$ cat src/rtl/div_unit.sv
// Multi-cycle unsigned restoring divider: one quotient bit per cycle in CALC,
// with a one-cycle DONE pulse and registered result/flag outputs.
module div_unit #(
  parameter int WIDTH = 4
) (
  input  logic             clk,
  input  logic             rst,
  input  logic             start,
  input  logic [WIDTH-1:0] dividend,
  input  logic [WIDTH-1:0] divisor,
  output logic [WIDTH-1:0] quotient,
  output logic [WIDTH-1:0] remainder,
  output logic             done_div,
  output logic             div_by_zero,
  output logic             busy
);

  localparam int CW = $clog2(WIDTH + 1);

  typedef enum logic [1:0] {IDLE, CALC, DONE} state_e;

  state_e           state_q, state_d;
  logic [WIDTH-1:0] r_q, r_d;
  logic [WIDTH-1:0] d_q, d_d;
  logic [WIDTH-1:0] dvs_q, dvs_d;
  logic [CW-1:0]    cnt_q, cnt_d;
  logic [WIDTH-1:0] quot_q, quot_d;
  logic [WIDTH-1:0] rem_q, rem_d;
  logic             dbz_q, dbz_d;

  logic [WIDTH:0]   t;
  logic [WIDTH-1:0] t_sub;
  logic             take;

  always_comb begin
    // R's top bit is always 0 between steps (R < divisor), so only WIDTH bits
    // are stored; T still carries the full WIDTH+1 bits for the compare.
    t     = {r_q, d_q[WIDTH-1]};
    take  = (t >= {1'b0, dvs_q});
    t_sub = t[WIDTH-1:0] - dvs_q;

    state_d = state_q;
    r_d     = r_q;
    d_d     = d_q;
    dvs_d   = dvs_q;
    cnt_d   = cnt_q;
    quot_d  = quot_q;
    rem_d   = rem_q;
    dbz_d   = dbz_q;

    case (state_q)
      IDLE: begin
        if (start) begin
          d_d   = dividend;
          dvs_d = divisor;
          cnt_d = '0;
          if (divisor == '0) begin
            state_d = DONE;
            quot_d  = '1;
            rem_d   = dividend;
            dbz_d   = 1'b1;
          end else begin
            state_d = CALC;
            r_d     = '0;
          end
        end
      end
      CALC: begin
        r_d   = take ? t_sub : t[WIDTH-1:0];
        // Quotient bits enter D's LSB as dividend bits leave its MSB, so after
        // WIDTH steps D holds the full quotient.
        d_d   = {d_q[WIDTH-2:0], take};
        cnt_d = cnt_q + CW'(1);
        if (cnt_q == CW'(WIDTH - 1)) begin
          state_d = DONE;
          quot_d  = d_d;
          rem_d   = r_d;
          dbz_d   = 1'b0;
        end
      end
      DONE:    state_d = IDLE;
      default: state_d = IDLE;
    endcase
  end

  always_ff @(posedge clk) begin
    if (!rst) begin
      state_q <= IDLE;
      r_q     <= '0;
      d_q     <= '0;
      dvs_q   <= '0;
      cnt_q   <= '0;
      quot_q  <= '0;
      rem_q   <= '0;
      dbz_q   <= 1'b0;
    end else begin
      state_q <= state_d;
      r_q     <= r_d;
      d_q     <= d_d;
      dvs_q   <= dvs_d;
      cnt_q   <= cnt_d;
      quot_q  <= quot_d;
      rem_q   <= rem_d;
      dbz_q   <= dbz_d;
    end
  end

  assign quotient    = quot_q;
  assign remainder   = rem_q;
  assign div_by_zero = dbz_q;
  assign done_div    = (state_q == DONE);
  assign busy        = (state_q != IDLE);

endmodule

$ cat config.mk
export PLATFORM = sky130hd
export DESIGN_NAME = div_unit
export DESIGN_NICKNAME = d
export VERILOG_FILES = /design/src/rtl/div_unit.sv
export SDC_FILE = /design/constraint.sdc
export NUM_CORES = 1
export LEC_CHECK = 0
export ABC_AREA = 0
export CORE_ASPECT_RATIO = 1.2
export CORE_MARGIN = 2
export CORE_UTILIZATION = 52
export DETAILED_ROUTE_END_ITERATION = 16
export PLACE_DENSITY = 0.82
export SYNTH_ARGS = -nofsm -noshare
export SYNTH_HDL_FRONTEND = slang
export SYNTH_SLANG_ARGS = --single-unit
export TNS_END_PERCENT = 20
$ cat constraint.sdc
create_clock -name clk -period 2.12 [get_ports clk]
set_input_delay 0.318 -clock clk [delete_from_list [all_inputs] [get_ports clk]]
set_output_delay 0.318 -clock clk [all_outputs]
set_load 0.005 [all_outputs]
---- Word level (Yosys, flattened, before mapping) ----
Index checks and enable logic that the tools add are counted.
word-level totals
  register bits after elaboration ......... 26
  latch bits .............................. 0
  memory bits (writable) .................. 0
  memory bits (read-only) ................. 0
  output and inout bits ................... 11
  logic and storage cells ................. 51
  memories ................................ 0
cells by class
  $add $sub $neg .......................... 2
  $mul .................................... 0
  div/mod/pow operators ................... 0
  $lt $le $gt $ge ......................... 1
  equal/unequal tests ..................... 7
  shifts and indexed selects .............. 0
  multiplexer cells ....................... 24
  bitwise operators ....................... 0
  reductions and logical operators ........ 9
operator list
  operator             number
  $mux 4               10
  $pmux 4 s2           4
  $ne 2x2->1 const B   4
  $mux 2               3
  $pmux 3 s2           1
  $reduce_and 2->1     3
  $ge 5x4->1           1
  $logic_not 4->1      1
  $pmux 2 s2           1
  $reduce_and 4->1     1
  $reduce_bool 2->1    2
  $sub 4x4->4          1
  $add 3x1->3 const B  1
  $eq 3x2->1 const B   1
  $mux 1               3
  $mux 3               1
  $reduce_and 3->1     1
  $eq 2x1->1 const B   1
  $eq 2x2->1 const B   1
  $logic_not 2->1      1
  $pmux 1 s2           1

---- Depth between registers and ports, before layout ----
  word-level depth ........................ 4
  gate-level depth with buffers ........... 7

---- Worst setup path after synthesis ----
No wires, ideal clock.
  kind .................................... reg-to-reg
  start ................................... reg dvs_q[1]
  end ..................................... reg r_q[0]
  arrival time ............................ 1.803 ns
  required time ........................... 2.033 ns
  slack ................................... 0.230 ns
  stages on the path, launching flop included .. 8
  clock period less this slack ............ 1.890 ns
  cells stage by stage .................... dfxtp_1 > inv_1 > ha_1 > nor2b_1 > o31a_1 > nor2_4 > mux2_2 > o31ai_1
between the ends
  longest elaborated chain between the ends .. 3
ends and longest elaborated chain
  item                      RTL line  text
  start: declaration        25        logic [WIDTH-1:0] dvs_q, dvs_d;
  start signal: assignment  100       dvs_q <= dvs_d;
  $ge 5x4->1                39        take = (t >= {1'b0, dvs_q});
  $mux 4                    69        r_d = take ? t_sub : t[WIDTH-1:0];
  $pmux 4 s2                51        case (state_q)
  end signal: assignment    98        r_q <= r_d;
  end: declaration          23        logic [WIDTH-1:0] r_q, r_d;
Every way passes these cells.
A chain may end at the register's enable or synchronous reset.

---- Worst setup path after layout ----
  start ................................... reg r_q[0]
  end ..................................... reg r_q[1]
between the ends
  longest elaborated chain between the ends .. 3
  elaborated cells between the ends (all ways) .. 4
ends and longest elaborated chain
  item                                       RTL line
  $sub 4x4->4 or $ge 5x4->1 (tied branches)  40, 39
  $mux 4 *                                   69
  $pmux 4 s2 *                               51
Every way passes the cells marked *; elsewhere a longest branch is shown, timed or not.

==> reports/results.ini <==
[run_status]
outcome = completed

[detailed_routing]
drt_iter0_drc = 43
drt.antenna.violating_nets = 0
firstDrtPassIters = 4
drc = 0
vias = 1168
avgRoutedWirePerCell_um = 14.5
via_per_inst = 5.51
wl_um = 3070

[clocking]
clockBufferDepth = 2
cts_buffers = 3
cts_tree = built
holdBufCountCts = 0
htreeDepth = 1
clk_latency_ns = 0.33
clock_sinks = 26
cts_root_buf = clkbuf_4
clk_pin_slew_ns = 0.15

[logic_synthesis]
ys_ff_latch = 26
post_synth_inst_count = 147
synth_fp_nets = 165
yosysSeqAreaShare_pct = 39.1
syn_area_per_cell_um2 = 9.06
synth_area_um2 = 1330
synth_warnings = 0
ys_types = 41

[power_and_ir_drop]
switching_share_pct = 26.5
pwr-share-clk_pct = 29.8
internal-power_uw = 840
ir_drop_v = 0.000389
p_switching_uw = 303
p_per_area_nw_per_um2 = 672
comb_power_share_pct = 23.6
power_uw = 1140
pwr-share-seq_pct = 46.6
power.leakage_uw = 0.000711

[hold_path]
min_path_cells = 2
min_path_type = flop to flop
min_to = r_q[3]$_SDFFE_PN0P_
hold_start = r_q[3]$_SDFFE_PN0P_

[layout]
final_common_cell = dfxtp_1
syn_to_final_growth_pct = 27.7
drive_gt1_share_pct = 14.0
fin_nets = 198
num_antenna_cells = 0
final_cell_mix = dfxtp_1, clkdlybuf4s50_1, nand2_1

[timing]
rsz0062_at_grt = false
worst_pin_slew_ns = 0.479
slew_headroom_pct = 68.0
finalSetupViolations = 0
final_max_slew_viol_count = 0
finalSetupTns_ns = 0
finalCritPeriodShare_pct = 95.4
min_period_ns = 2.02
hold_viol = 0
fin_skew_ns = 0.0105
max_freq_mhz = 494

[global_routing]
grt_pass1_vias = 1079
grt_start_max_net_pins = 16
track_usage_pct = 22.0
grt_first_pass_wirelength_um = 5020
antenna_found_initial = 0
overflow = 0

[setup_path]
worst_ep_arrival_time_ns = 2.27
max_stage_delay_ns = 0.37
worst_setup_path_start_kind = flop
cp.required_ns = 2.37
end_kind = flop
crit_slowest_cell = dfxtp_2
crit_type = flop to flop
path_max_fanout = 8
r2r_start = r_q[0]$_SDFFE_PN0P_
timing.rr.end = r_q[1]$_SDFFE_PN0P_
r2r_setup_slack_ns = 0.1
reg2reg_depth = 6
path_cells = ha_1, nor2b_1, o31a_1, nor2_4, mux2_2, o31ai_1

[placement]
gp_congestion = 0.858
io_buffers = 21
hpwl_um = 2320

[floorplanning]
rows = 20
start_util_pct = 53.7
io_pins = 22
core_um2 = 2480
die_x_um = 50.2
die_h_um = 59.4
dieArea_um2 = 2980

[run]
max-cap-violations = 0

-- metrics by stage --
stage               hold slack [ns]  instance area [um2]  cells  worst slack [ns]  util, %
global placement              0.454                 1620    204             0.123     65.2
floorplan                     0.429                 1330    147             0.230        -
global route                  0.494                 1700    212           0.00352     68.6
CTS                           0.480                 1670    208            0.0520     67.3
detailed placement            0.461                 1620    204            0.0634     65.2
finish                        0.484                 1700    212            0.0976     68.6
-- worst max-delay path, delay by kind of cell, from the launching register on --
kind	cells	cell delay, ns
flip-flops	1	0.37
multiplexers	1	0.36
AO/OA/AOI/OAI	2	0.55
adder cells (fa/ha/maj)	1	0.30
AND/OR/NAND/NOR	2	0.38
-- layout make-up --
class | count | area, um2
clock buffers | 3 | 22.5
clock inverters | 1 | 30.0
fillers | 195 | 777
inverters | 8 | 30.0
multi-input cells | 108 | 753
flip-flops and latches | 26 | 523
well taps | 33 | 41.3
repair buffers | 33 | 300
-- synth_stat cells, drive strengths merged --
master | n | area (um2)
and3 | 1 | 6.26
ha | 6 | 75.1
mux2i | 5 | 50.1
inv | 8 | 30.0
nand4 | 1 | 6.26
a21boi | 3 | 22.5
o211ai | 1 | 7.51
o31ai | 3 | 22.5
clkbuf | 3 | 11.3
nor3b | 1 | 7.51
o31a | 1 | 8.76
o22ai | 3 | 18.8
a21oi | 3 | 26.3
o211a | 5 | 50.1
and2 | 3 | 18.8
mux2 | 2 | 22.5
nor4b | 1 | 8.76
or4 | 1 | 11.3
o21ai | 9 | 45.0
a22oi | 1 | 7.51
nor2b | 9 | 56.3
nand2b | 2 | 12.5
nand2 | 17 | 63.8
buf | 2 | 16.3
nor4 | 1 | 21.3
nand3 | 5 | 25.0
a211o | 1 | 8.76
a41oi | 1 | 8.76
xnor2 | 1 | 8.76
nand3b | 1 | 11.3
fa | 1 | 20.0
o21bai | 1 | 7.51
or3 | 2 | 12.5
a31oi | 4 | 25.0
o21a | 1 | 7.51
dfxtp | 26 | 521
nor2 | 11 | 48.8
-- registers in the layout, summed over array words and instances (netlist names) --
| register | count |
|---|---|
| div_by_zero | 1 |
| d_q | 4 |
| r_q | 4 |
| remainder | 4 |
| cnt_q | 3 |
| quotient | 4 |
| state_q | 2 |
| dvs_q | 4 |
-- logic make-up after synthesis --
family | synth area share [%]
buf+inv | 4.32
simple gates | 23.3
fa+ha+maj | 7.14
mux | 5.45
xor+xnor | 0.658
flops | 39.1
compound gates | 20.0
-- layer usage --
| layer | routed length, um | share of wire, % | track usage, % | vias to the layer above |
|---|---|---|---|---|
| met5 | 0 | 0 | 0 | - |
| met4 | 27 | 0.88 | 7.14 | 0 |
| met3 | 63 | 2.1 | 1.52 | 4 |
| met2 | 1650 | 54 | 39.7 | 19 |
| met1 | 1320 | 43 | 27.8 | 554 |
| li1 | - | - | - | 591 |
-- how the worst max path moves through the flow --
| stage | from | to | slack [ns] | cells after the start |
|---|---|---|---|---|
| floorplan | dvs_q[1]$_SDFFE_PN0P_ | r_q[0]$_SDFFE_PN0P_ | 0.23 | 7 |
| CTS | r_q[0]$_SDFFE_PN0P_ | r_q[1]$_SDFFE_PN0P_ | 0.05 | 6 |
| global route | dvs_q[2]$_SDFFE_PN0P_ | remainder[0]$_SDFFE_PN0P_ | 0.004 | 9 |
| detailed placement | divisor[3] | remainder[0]$_SDFFE_PN0P_ | 0.06 | 7 |
| global placement | divisor[3] | remainder[0]$_SDFFE_PN0P_ | 0.12 | 7 |
| finish | r_q[0]$_SDFFE_PN0P_ | r_q[1]$_SDFFE_PN0P_ | 0.1 | 6 |
-- power groups by stage --
stage          clock network (uW)  logic, uW  registers, uW
2_1_floorplan                   0        157            538
3_3_place_gp                    0        229            541
3_5_place_dp                    0        238            542
4_1_cts                       347        241            531
5_1_grt                       367        294            535
6_report                      341        270            532
-- timing repair --
action | in CTS | in global routing
buffers inserted | 0 | 4
resized for setup | 0 | 2
endpoints found under the setup margin | 0 | 2
Note: power is estimated with default switching activity, not from simulation.
